<file path="config.mk">
export PLATFORM = sky130hd
export DESIGN_NAME = axi_rd_arbiter_flat
export DESIGN_NICKNAME = d
export VERILOG_FILES = /design/src/rtl/axi_rd_arbiter_pkg.sv /design/src/rtl/axi_rd_arbiter_if.sv /design/src/rtl/axi_rd_arbiter_rr_pick.sv /design/src/rtl/axi_rd_arbiter.sv /design/src/flat_wrapper.sv
export SDC_FILE = /design/constraint.sdc
export NUM_CORES = 1
export LEC_CHECK = 0
export BUFFER_PORTS_ARGS = -buffer_cell sky130_fd_sc_hd__buf_2
export CAP_MARGIN = 20
export CORE_AREA = 3 3 145 147
export DETAILED_ROUTE_END_ITERATION = 12
export DIE_AREA = 0 0 148 150
export SLEW_MARGIN = 20
export SYNTH_ARGS = -nofsm -noshare
export SYNTH_HDL_FRONTEND = slang
export SYNTH_HIERARCHICAL = 1
export SYNTH_SLANG_ARGS = --single-unit
</file>
<file path="constraint.sdc">
create_clock -name clock -period 1.4 [get_ports clock]
set_input_delay 0.28 -clock clock [delete_from_list [all_inputs] [get_ports clock]]
set_output_delay 0.28 -clock clock [all_outputs]
set_load 0.01 [all_outputs]
</file>
<file path="src/rtl/axi_rd_arbiter_pkg.sv">
// Shared definitions for the AXI read arbiter and the other AXI blocks
// (VGA fetcher, DMA): FSM encoding and AXI burst/response constants.
package axi_rd_arbiter_pkg;

  typedef enum logic [1:0] {
    S_IDLE = 2'd0,
    S_ADDR = 2'd1,
    S_DATA = 2'd2
  } arb_state_t;

  localparam logic [1:0] BURST_INCR  = 2'd1;
  localparam logic [1:0] RESP_OKAY   = 2'd0;
  localparam logic [1:0] RESP_EXOKAY = 2'd1;

  // Width of the starvation counter; holds MAX_CONSEC up to 15.
  localparam int CONSEC_W = 4;

endpackage

</file>
<file path="src/rtl/axi_rd_arbiter_if.sv">
// AXI4 read-channel bundle (AR + R). The master modport is the side that
// issues AR and accepts R; the slave modport is the side that accepts AR.
interface axi_rd_arbiter_if #(
  parameter int ADDR_W = 32,
  parameter int DATA_W = 64,
  parameter int ID_W   = 4
) ();

  logic              arvalid;
  logic              arready;
  logic [ADDR_W-1:0] araddr;
  logic [ID_W-1:0]   arid;
  logic [7:0]        arlen;
  logic [2:0]        arsize;
  logic [1:0]        arburst;

  logic              rvalid;
  logic              rready;
  logic [DATA_W-1:0] rdata;
  logic [1:0]        rresp;
  logic              rlast;
  logic [ID_W-1:0]   rid;

  modport master (
    output arvalid, araddr, arid, arlen, arsize, arburst, rready,
    input  arready, rvalid, rdata, rresp, rlast, rid
  );

  modport slave (
    input  arvalid, araddr, arid, arlen, arsize, arburst, rready,
    output arready, rvalid, rdata, rresp, rlast, rid
  );

endinterface

</file>
<file path="src/rtl/axi_rd_arbiter_rr_pick.sv">
// Arbitration decision for the two read requesters. Port 0 (VGA) wins
// contention until port 1 has watched MAX_CONSEC port-0 grants go by.
module axi_rr_pick
  import axi_rd_arbiter_pkg::*;
#(
  parameter int MAX_CONSEC = 4
) (
  input  logic                req0,
  input  logic                req1,
  input  logic [CONSEC_W-1:0] consec_cnt,
  output logic                grant_vld,
  output logic                grant
);

  localparam logic [CONSEC_W-1:0] MAX_CNT = CONSEC_W'(MAX_CONSEC);

  // Pick a port whenever anyone asks; port 1 only on its own or when starved.
  always_comb begin
    grant_vld = req0 | req1;
    grant     = 1'b0;
    if (req1 && (!req0 || (consec_cnt == MAX_CNT))) grant = 1'b1;
  end

endmodule

</file>
<file path="src/rtl/axi_rd_arbiter.sv">
// Two-to-one AXI4 read arbiter: VGA line fetcher on port 0, CPU/DMA on
// port 1, one burst outstanding, grant held from AR handshake to rlast.
module axi_rd_arbiter
  import axi_rd_arbiter_pkg::*;
#(
  parameter int ADDR_W     = 32,
  parameter int DATA_W     = 64,
  parameter int ID_W       = 4,
  parameter int MAX_CONSEC = 4
) (
  input  logic             clock,
  input  logic             resetn,
  axi_rd_arbiter_if.slave  io_slave0,
  axi_rd_arbiter_if.slave  io_slave1,
  axi_rd_arbiter_if.master io_master
);

  localparam logic [CONSEC_W-1:0] MAX_CNT = CONSEC_W'(MAX_CONSEC);

  arb_state_t          state, state_nxt;
  logic                grant, grant_nxt;
  logic [CONSEC_W-1:0] consec_cnt, consec_nxt;
  logic                pick_vld, pick_grant;
  logic                in_addr, in_data;

  logic [ADDR_W-1:0]   araddr_mux;
  logic [ID_W-1:0]     arid_mux;
  logic [DATA_W-1:0]   rdata_bus;
  logic [ID_W-1:0]     rid_bus;

  axi_rr_pick #(
    .MAX_CONSEC (MAX_CONSEC)
  ) u_pick (
    .req0       (io_slave0.arvalid),
    .req1       (io_slave1.arvalid),
    .consec_cnt (consec_cnt),
    .grant_vld  (pick_vld),
    .grant      (pick_grant)
  );

  // Control state; a mid-burst reset simply abandons the burst.
  always_ff @(posedge clock or negedge resetn) begin
    if (!resetn) begin
      state      <= S_IDLE;
      grant      <= 1'b0;
      consec_cnt <= '0;
    end else begin
      state      <= state_nxt;
      grant      <= grant_nxt;
      consec_cnt <= consec_nxt;
    end
  end

  // Next state: arbitrate in IDLE, wait for AR handshake, then for rlast.
  always_comb begin
    state_nxt  = state;
    grant_nxt  = grant;
    consec_nxt = consec_cnt;
    case (state)
      S_IDLE: begin
        if (pick_vld) begin
          state_nxt = S_ADDR;
          grant_nxt = pick_grant;
          if (pick_grant) begin
            consec_nxt = '0;
          end else if (io_slave1.arvalid) begin
            // Port 1 is being passed over: count it, saturating.
            consec_nxt = (consec_cnt >= MAX_CNT) ? MAX_CNT : consec_cnt + 1'b1;
          end else begin
            consec_nxt = '0;
          end
        end
      end
      S_ADDR: begin
        if (io_master.arready) state_nxt = S_DATA;
      end
      S_DATA: begin
        // No beat counter: the burst ends on the rlast handshake only.
        if (io_master.rvalid && io_master.rready && io_master.rlast) state_nxt = S_IDLE;
      end
      default: state_nxt = S_IDLE;
    endcase
  end

  assign in_addr = (state == S_ADDR);
  assign in_data = (state == S_DATA);

  // AR path: payload muxed on the registered grant, handshake gated by state.
  assign araddr_mux        = grant ? io_slave1.araddr : io_slave0.araddr;
  assign arid_mux          = grant ? io_slave1.arid   : io_slave0.arid;
  assign io_master.arvalid = in_addr;
  assign io_master.araddr  = araddr_mux;
  assign io_master.arid    = arid_mux;
  assign io_master.arlen   = grant ? io_slave1.arlen   : io_slave0.arlen;
  assign io_master.arsize  = grant ? io_slave1.arsize  : io_slave0.arsize;
  assign io_master.arburst = grant ? io_slave1.arburst : io_slave0.arburst;
  assign io_slave0.arready = in_addr && !grant && io_master.arready;
  assign io_slave1.arready = in_addr &&  grant && io_master.arready;

  // R path: payload fans out to both ports, only the granted one sees rvalid.
  assign rdata_bus         = io_master.rdata;
  assign rid_bus           = io_master.rid;
  assign io_master.rready  = in_data && (grant ? io_slave1.rready : io_slave0.rready);
  assign io_slave0.rvalid  = in_data && !grant && io_master.rvalid;
  assign io_slave1.rvalid  = in_data &&  grant && io_master.rvalid;
  assign io_slave0.rdata   = rdata_bus;
  assign io_slave1.rdata   = rdata_bus;
  assign io_slave0.rid     = rid_bus;
  assign io_slave1.rid     = rid_bus;
  assign io_slave0.rresp   = io_master.rresp;
  assign io_slave1.rresp   = io_master.rresp;
  assign io_slave0.rlast   = io_master.rlast;
  assign io_slave1.rlast   = io_master.rlast;

endmodule
</file>
<file path="src/flat_wrapper.sv">
// flat-port wrapper written by rule: the top's interface ports become plain ports
module axi_rd_arbiter_flat import axi_rd_arbiter_pkg::*;
#(
  parameter int ADDR_W     = 32,
  parameter int DATA_W     = 64,
  parameter int ID_W       = 4,
  parameter int MAX_CONSEC = 4
)
  (clock, resetn, io_slave0_arvalid, io_slave0_araddr, io_slave0_arid, io_slave0_arlen, io_slave0_arsize, io_slave0_arburst, io_slave0_rready, io_slave0_arready, io_slave0_rvalid, io_slave0_rdata, io_slave0_rresp, io_slave0_rlast, io_slave0_rid, io_slave1_arvalid, io_slave1_araddr, io_slave1_arid, io_slave1_arlen, io_slave1_arsize, io_slave1_arburst, io_slave1_rready, io_slave1_arready, io_slave1_rvalid, io_slave1_rdata, io_slave1_rresp, io_slave1_rlast, io_slave1_rid, io_master_arvalid, io_master_araddr, io_master_arid, io_master_arlen, io_master_arsize, io_master_arburst, io_master_rready, io_master_arready, io_master_rvalid, io_master_rdata, io_master_rresp, io_master_rlast, io_master_rid);
  axi_rd_arbiter_if #(.ADDR_W(ADDR_W), .DATA_W(DATA_W), .ID_W(ID_W)) io_slave0_i ();
  axi_rd_arbiter_if #(.ADDR_W(ADDR_W), .DATA_W(DATA_W), .ID_W(ID_W)) io_slave1_i ();
  axi_rd_arbiter_if #(.ADDR_W(ADDR_W), .DATA_W(DATA_W), .ID_W(ID_W)) io_master_i ();
  input  logic clock;
  input  logic resetn;
  input wire logic [$bits(io_slave0_i.arvalid)-1:0] io_slave0_arvalid;
  input wire logic [$bits(io_slave0_i.araddr)-1:0] io_slave0_araddr;
  input wire logic [$bits(io_slave0_i.arid)-1:0] io_slave0_arid;
  input wire logic [$bits(io_slave0_i.arlen)-1:0] io_slave0_arlen;
  input wire logic [$bits(io_slave0_i.arsize)-1:0] io_slave0_arsize;
  input wire logic [$bits(io_slave0_i.arburst)-1:0] io_slave0_arburst;
  input wire logic [$bits(io_slave0_i.rready)-1:0] io_slave0_rready;
  output wire logic [$bits(io_slave0_i.arready)-1:0] io_slave0_arready;
  output wire logic [$bits(io_slave0_i.rvalid)-1:0] io_slave0_rvalid;
  output wire logic [$bits(io_slave0_i.rdata)-1:0] io_slave0_rdata;
  output wire logic [$bits(io_slave0_i.rresp)-1:0] io_slave0_rresp;
  output wire logic [$bits(io_slave0_i.rlast)-1:0] io_slave0_rlast;
  output wire logic [$bits(io_slave0_i.rid)-1:0] io_slave0_rid;
  input wire logic [$bits(io_slave1_i.arvalid)-1:0] io_slave1_arvalid;
  input wire logic [$bits(io_slave1_i.araddr)-1:0] io_slave1_araddr;
  input wire logic [$bits(io_slave1_i.arid)-1:0] io_slave1_arid;
  input wire logic [$bits(io_slave1_i.arlen)-1:0] io_slave1_arlen;
  input wire logic [$bits(io_slave1_i.arsize)-1:0] io_slave1_arsize;
  input wire logic [$bits(io_slave1_i.arburst)-1:0] io_slave1_arburst;
  input wire logic [$bits(io_slave1_i.rready)-1:0] io_slave1_rready;
  output wire logic [$bits(io_slave1_i.arready)-1:0] io_slave1_arready;
  output wire logic [$bits(io_slave1_i.rvalid)-1:0] io_slave1_rvalid;
  output wire logic [$bits(io_slave1_i.rdata)-1:0] io_slave1_rdata;
  output wire logic [$bits(io_slave1_i.rresp)-1:0] io_slave1_rresp;
  output wire logic [$bits(io_slave1_i.rlast)-1:0] io_slave1_rlast;
  output wire logic [$bits(io_slave1_i.rid)-1:0] io_slave1_rid;
  output wire logic [$bits(io_master_i.arvalid)-1:0] io_master_arvalid;
  output wire logic [$bits(io_master_i.araddr)-1:0] io_master_araddr;
  output wire logic [$bits(io_master_i.arid)-1:0] io_master_arid;
  output wire logic [$bits(io_master_i.arlen)-1:0] io_master_arlen;
  output wire logic [$bits(io_master_i.arsize)-1:0] io_master_arsize;
  output wire logic [$bits(io_master_i.arburst)-1:0] io_master_arburst;
  output wire logic [$bits(io_master_i.rready)-1:0] io_master_rready;
  input wire logic [$bits(io_master_i.arready)-1:0] io_master_arready;
  input wire logic [$bits(io_master_i.rvalid)-1:0] io_master_rvalid;
  input wire logic [$bits(io_master_i.rdata)-1:0] io_master_rdata;
  input wire logic [$bits(io_master_i.rresp)-1:0] io_master_rresp;
  input wire logic [$bits(io_master_i.rlast)-1:0] io_master_rlast;
  input wire logic [$bits(io_master_i.rid)-1:0] io_master_rid;
  assign io_slave0_i.arvalid = io_slave0_arvalid;
  assign io_slave0_i.araddr = io_slave0_araddr;
  assign io_slave0_i.arid = io_slave0_arid;
  assign io_slave0_i.arlen = io_slave0_arlen;
  assign io_slave0_i.arsize = io_slave0_arsize;
  assign io_slave0_i.arburst = io_slave0_arburst;
  assign io_slave0_i.rready = io_slave0_rready;
  assign io_slave0_arready = io_slave0_i.arready;
  assign io_slave0_rvalid = io_slave0_i.rvalid;
  assign io_slave0_rdata = io_slave0_i.rdata;
  assign io_slave0_rresp = io_slave0_i.rresp;
  assign io_slave0_rlast = io_slave0_i.rlast;
  assign io_slave0_rid = io_slave0_i.rid;
  assign io_slave1_i.arvalid = io_slave1_arvalid;
  assign io_slave1_i.araddr = io_slave1_araddr;
  assign io_slave1_i.arid = io_slave1_arid;
  assign io_slave1_i.arlen = io_slave1_arlen;
  assign io_slave1_i.arsize = io_slave1_arsize;
  assign io_slave1_i.arburst = io_slave1_arburst;
  assign io_slave1_i.rready = io_slave1_rready;
  assign io_slave1_arready = io_slave1_i.arready;
  assign io_slave1_rvalid = io_slave1_i.rvalid;
  assign io_slave1_rdata = io_slave1_i.rdata;
  assign io_slave1_rresp = io_slave1_i.rresp;
  assign io_slave1_rlast = io_slave1_i.rlast;
  assign io_slave1_rid = io_slave1_i.rid;
  assign io_master_arvalid = io_master_i.arvalid;
  assign io_master_araddr = io_master_i.araddr;
  assign io_master_arid = io_master_i.arid;
  assign io_master_arlen = io_master_i.arlen;
  assign io_master_arsize = io_master_i.arsize;
  assign io_master_arburst = io_master_i.arburst;
  assign io_master_rready = io_master_i.rready;
  assign io_master_i.arready = io_master_arready;
  assign io_master_i.rvalid = io_master_rvalid;
  assign io_master_i.rdata = io_master_rdata;
  assign io_master_i.rresp = io_master_rresp;
  assign io_master_i.rlast = io_master_rlast;
  assign io_master_i.rid = io_master_rid;
  axi_rd_arbiter #(.ADDR_W(ADDR_W), .DATA_W(DATA_W), .ID_W(ID_W), .MAX_CONSEC(MAX_CONSEC)) u_core (.clock(clock), .resetn(resetn), .io_slave0(io_slave0_i), .io_slave1(io_slave1_i), .io_master(io_master_i));
endmodule
</file>
==> results of run 1 <==
-- cell type report --
class | count | area, um^2 | area share [%]
multi-input combinational | 83 | 967.2 | 38.36
clock buffer | 4 | 78.83 | 3.127
inverter | 3 | 11.26 | 0.4466
timing repair buffer | 178 | 947.2 | 37.57
sequential | 7 | 178.9 | 7.097
tap | 270 | 337.8 | 13.40
-- final timing paths --
| path | startpoint | end | slack, ns | cells after the start |
|---|---|---|---|---|
| max in group asynchronous | resetn | u_core/grant$_DFFE_PN0P_ | 0.79 | 2 |
| min in group asynchronous | resetn | u_core/grant$_DFFE_PN0P_ | 0.43 | 2 |
| setup reg to reg | u_core/consec_cnt[1]$_DFFE_PN0P_ | u_core/consec_cnt[2]$_DFFE_PN0P_ | -0.05 | 5 |
| setup / recovery | u_core/grant$_DFFE_PN0P_ | io_master_araddr[29] | -0.31 | 3 |
| hold reg to reg | u_core/state[0]$_DFFE_PN0P_ | u_core/grant$_DFFE_PN0P_ | 0.61 | 3 |
| hold / removal | io_master_arready | u_core/state[0]$_DFFE_PN0P_ | 0.27 | 2 |
-- layout by cell type (no fill, tap or decap), types with 2 or more instances in the layout --
cell type / instances
mux2_4: 45
clkbuf_16: 3
and3_1: 2
nand2_1: 8
nand2_2: 3
buf_2: 163
inv_1: 2
and2b_2: 2
dfrtp_1: 6
buf_4: 12
o21ai_1: 3
mux2_2: 4
-- critical path, stage by stage, from the launching register on --
cell and delay [ns]:
dfrtp_4 0.49, buf_12 0.18, mux2_4 0.32, buf_2 0.15
-- cells by family after synthesis --
| logic type | count (synthesis) | share of synthesized area (%) |
|---|---|---|
| compound gates | 7 | 1.828 |
| simple gates | 25 | 6.815 |
| buf+inv | 151 | 50.69 |
| fa+ha+maj | 1 | 0.5539 |
| flops | 7 | 7.756 |
| mux | 50 | 32.35 |
-- power by group --
part	internal (mW)	total, mW	switching (mW)
combinational	1.24	2.21	0.970
clock	0.379	0.490	0.111
sequential	0.279	0.334	0.0549
total	1.90	3.03	1.14
-- metrics by stage --
step	worst slack, ns	std cells	total power [mW]	hold WS (ns)
floorplan	-0.001804	241	2.176	-0.01559
global placement	-0.07578	535	2.442	0.1257
detailed placement	-0.07196	535	2.463	0.1285
CTS	-0.3051	541	3.004	0.2601
global route	-0.3400	545	3.234	0.2814
finish	-0.3058	545	3.032	0.2744
-- sequential cells by signal (all words and copies together), names as in the netlist --
| register | flops |
|---|---|
| u_core/state | 2 |
| u_core/consec_cnt | 4 |
| u_core/grant | 1 |
-- layer usage --
layer	part of all wire, %	global-route usage [%]
met1	38	6.038
met2	38	6.097
met3	23	5.179
met4	0.82	1.201
met5	0.47	2.045
-- timing repair --
item | 4_1_cts | 5_1_grt
buffers inserted | 1 | 4
gates resized for setup | 4 | 5
hold endpoints to repair | 7 | 0
endpoints found under the setup margin | 58 | 58
hold buffers | 1 | 0
pin swaps | 5 | 4
==> run metrics, run 1 <==
status finished with violations; failing checks setup timing; CP Data Arrival Time approximately 1.4 ns; final setup fails 57; Post-synth EDFFs 0; 1st-pass router iterations 3; total global routing overflow 0; worst path required time 1.12 ns; Area Growth Syn to Fin 11.63%; clk_lat worst skew 0.23 ns; slew margin rel. between 70% and 80%; most common cell in the netlist buf_4; layout cells sized above 1 89.45%; post-synthesis cell type count 25; Filler cells about 2300; fin area between 0.002 and 0.003 mm^2; ys flop type dfrtp_1; Leak around 1.3 nW; Num CTS Buffers 3; Root Buffer Master clkbuf_16; final worst slack -0.3058 ns; period utilization 121.8%; fin nets ~450; Synth area leader buf_4; min cycle time layout ~1.7 ns; PortBufs around 160; Post-Syn Area ~0.0023 mm^2; Max IR drop VDD 419.1 uV; WS Path Type reg2out; DRC violations left 0; Final Hold Fails 0; pin count of the biggest net entering global routing 29; CTS tree built; RSZ-0062 raised after global routing true; antenna-violating nets left 0; vias per cell 2.976; Sink Count 7; Initial Utilization between 10 and 15%; Routed WL per cell between 10 and 15 um; H-Tree Depth 1; worst hold path class in2reg; DIE WIDTH 148 um; IO Pins between 300 and 400; top-area cell type share of the netlist area 47.20%; vias ~1600; FMAX approximately 600 MHz; post-DP HPWL between 5000 and 6000 um; Crit Path Max Fanout 28; drt initial violations 42; Commonest cells post-synth buf_4, mux2_4, nand2_1; die area between 0.02 and 0.025 mm^2; vias in the first global route about 1600; Seq/Total Area, Yosys ~7.8%; antenna cells 0; CP Launch Type flip-flop; ys async rst share 100.0%; Pins Over Slew Limit 0; Post-Syn Nets 419; Avg Cell Area, Syn around 9.4 um^2; dpl cell area approximately 0.0024 mm^2; Yosys reg bits 7; Max Cap Viol 0; Ys Warns 6; skew final 0.003838 ns; Total Wirelength slightly below 7000 um; Total Routing Usage GR a little over 5%; Post-Syn Instances roughly 240; Core ar. roughly 0.020 mm^2; PD cells around 1200 mW/mm^2; Slew @ Worst Pin between 0.3 and 0.4 ns; Rows 52; antenna violations before repair 0; total negative slack -13.84 ns; first-pass GRT wire length 8852 um; final core utilization about 13%; gpl congestion 0.7055; top cells by area in the synthesized netlist buf_4, mux2_4, dfrtp_1; Die Ht 150 um; Worst-path clk slew 0.04 ns; critical path capture point type primary output; Max clock buf depth 2
Power figures use the tool's default switching activity.
==> run 2, diff against run 1 <==
- ABC_AREA: default -> 1
- CORE_AREA: 3 3 145 147 -> 3 3 146 148
- DIE_AREA: 0 0 148 150 -> 0 0 149 151
==> run metrics, run 2 <==
status finished with violations; failing checks setup timing; vias about 2000; Seq/Total Area, Yosys 8.028%; grt met2 use between 7 and 8%; Final Hold Fails 0; Total Wirelength 6875 um; Crit Path Max Fanout 21; Post-synth EDFFs 0; Max IR drop VDD 923.4 uV; GRT met3 Usage under 10%; post-DP HPWL between 5000 and 6000 um; M1 GR Usage a little under 5%; vias per cell roughly 3; period utilization 109.8%; Inst Count DP around 640; fin area ~0.0024 mm^2; CP Launch Type flip-flop; Max Cap Viol 0; antenna violations before repair 0; most common cell after layout, fill and taps aside buf_2; clk_lat worst skew approximately 0.23 ns; pin count of the biggest net entering global routing 28; dpl cell area 0.002268 mm^2; first-pass GRT wire length between 9000 and 10000 um; Root Buffer Master clkbuf_16; Largest regs u_core/consec_cnt: 4 flops, u_core/state: 2 flops, u_core/grant: 1 flops; Post-Syn Nets between 500 and 600; Post-Syn Instances 357; Worst-path clk slew ~0.03 ns; most common cell in the netlist nand2_1; Sink Count 7; PD cells ~1500 mW/mm^2; busiest grt layer met2; Post-Syn Area around 0.0022 mm^2; Die Ht ~150 um; IO Pins 374; Core ar. between 0.02 and 0.025 mm^2; antenna-violating nets left 0; final setup fails between 50 and 60; ys flop type dfrtp_1; DRC violations left 0; Leak ~1.4 nW; 1st-pass router iterations 3; Initial Utilization a little over a tenth; top cells by area in the synthesized netlist buf_4, nand2_1, dfrtp_1; PortBufs ~160; DIE WIDTH between 100 and 150 um; Ys Warns 6; Pins Over Slew Limit 0; vias in the first global route about 1800; Yosys reg bits 7; Commonest cells post-synth nand2_1, buf_4, inv_1, nand2_2, dfrtp_1; min cycle time layout around 1.5 ns; critical path capture point type primary output; Num CTS Buffers 3; CP Data Arrival Time between 1 and 1.5 ns; Rows between 50 and 60; Largest register FFs 4; final worst slack -0.1367 ns; Max clock buf depth 2; CTS tree built; fin nets approximately 560; drt initial violations 29; Area Growth Syn to Fin 11.58%; gpl congestion between 0.6 and 0.7; top-area cell type share of the netlist area about half; total global routing overflow 0; Biggest register u_core/consec_cnt; H-Tree Depth 1; final std cells w/o fill ~650; FMAX approximately 650 MHz; slew margin rel. a little under nine tenths; Routed WL per cell approximately 11 um; Synth area leader buf_4; Slew @ Worst Pin 0.2127 ns; RSZ-0062 raised after global routing true; die area ~0.022 mm^2; Avg Cell Area, Syn just over 6 um^2; Total Routing Usage GR around 5.2%; ys async rst share 100.0%; WS Path Type reg2out; skew final 0.001959 ns; most frequent cells in the layout buf_2, nand2_1, nand2_2; post-synthesis cell type count 20; layout cells sized above 1 53.00%; worst path required time between 1 and 1.5 ns; worst hold path class in2reg; Filler cells approximately 2400; antenna cells 0
==> run 2: changes by cell type after synthesis, sizes merged, moves of 5 or more <==
| cell | delta |
|---|---|
| mux2 | -49 |
| nor2 | +6 |
| nand2 | +151 |
| inv | +10 |
| buf | +5 |
==> run 2: worst max-delay path, cell delays in order, from the launching register on <==
cell and delay, ns:
dfrtp_2 0.48, inv_8 0.12, buf_12 0.15, nand2_1 0.08
nand2_2 0.09, buf_6 0.10
==> run 2: power breakdown <==
| group | internal, mW | total [mW] | switching (mW) |
|---|---|---|---|
| clock network | 0.379 | 0.486 | 0.107 |
| registers | 0.274 | 0.362 | 0.0881 |
| logic | 1.17 | 2.69 | 1.52 |
==> run 2: layer usage <==
metal	part of all wire, %	vias up
li1	-	974
met5	0	-
met1	32	765
met4	8.1	0
met2	41	187
met3	19	56
==> run 2: cell type report <==
class / count / area, um^2 / share of cell area [%]
tap: 270 / 337.8 / 13.87
timing repair buffer: 175 / 983.4 / 40.39
inverter: 13 / 56.30 / 2.312
multi-input combinational: 184 / 802.0 / 32.94
sequential: 7 / 176.4 / 7.246
clock buffer: 4 / 78.83 / 3.237
==> run 2: final timing paths <==
check,startpoint,end,slack (ns),cells after the start
worst min register to register,u_core/consec_cnt[2]$_DFFE_PN0P_,u_core/consec_cnt[2]$_DFFE_PN0P_,0.51,2
max in group asynchronous,resetn,u_core/grant$_DFFE_PN0P_,0.81,2
worst max-delay path,u_core/grant$_DFFE_PN0P_,io_master_araddr[22],-0.14,5
min in group asynchronous,resetn,u_core/consec_cnt[0]$_DFFE_PN0P_,0.41,2
worst min-delay path,io_master_arready,u_core/state[0]$_DFFE_PN0P_,0.24,2
worst max register to register,u_core/grant$_DFFE_PN0P_,u_core/state[1]$_DFFE_PN0P_,0.19,6
==> run 2: kinds of logic (layout without fill, tap and decap cells) <==
kind of cell	count (synthesis)	count (layout)	synth area share [%]
and+or+nand+nor	177	177	33.20
DFF	7	7	8.028
adders and majority gates	1	1	0.5733
AOI/OAI and AO/OA	6	6	1.950
buffers and inverters	166	192	56.25
==> run 2: stage by stage <==
step	hold slack (ns)	worst slack, ns	TNS (ns)	power [mW]	util [%]
global placement	0.1269	0.02915	0	2.922	11.25
detailed placement	0.1270	0.01240	0	2.956	11.25
floorplan	-0.01559	0.2694	0	2.323	-
global route	0.2530	-0.2242	-8.767	3.895	12.07
CTS	0.2428	-0.1597	-5.983	3.544	11.90
finish	0.2433	-0.1367	-5.030	3.539	12.07
==> run 2: repair_timing <==
action	4_1_cts	5_1_grt
hold endpoints to repair	7	0
resized for setup	6	5
setup endpoints to repair	53	54
hold buffers	1	0
pin swaps	0	2
buffers inserted	3	1
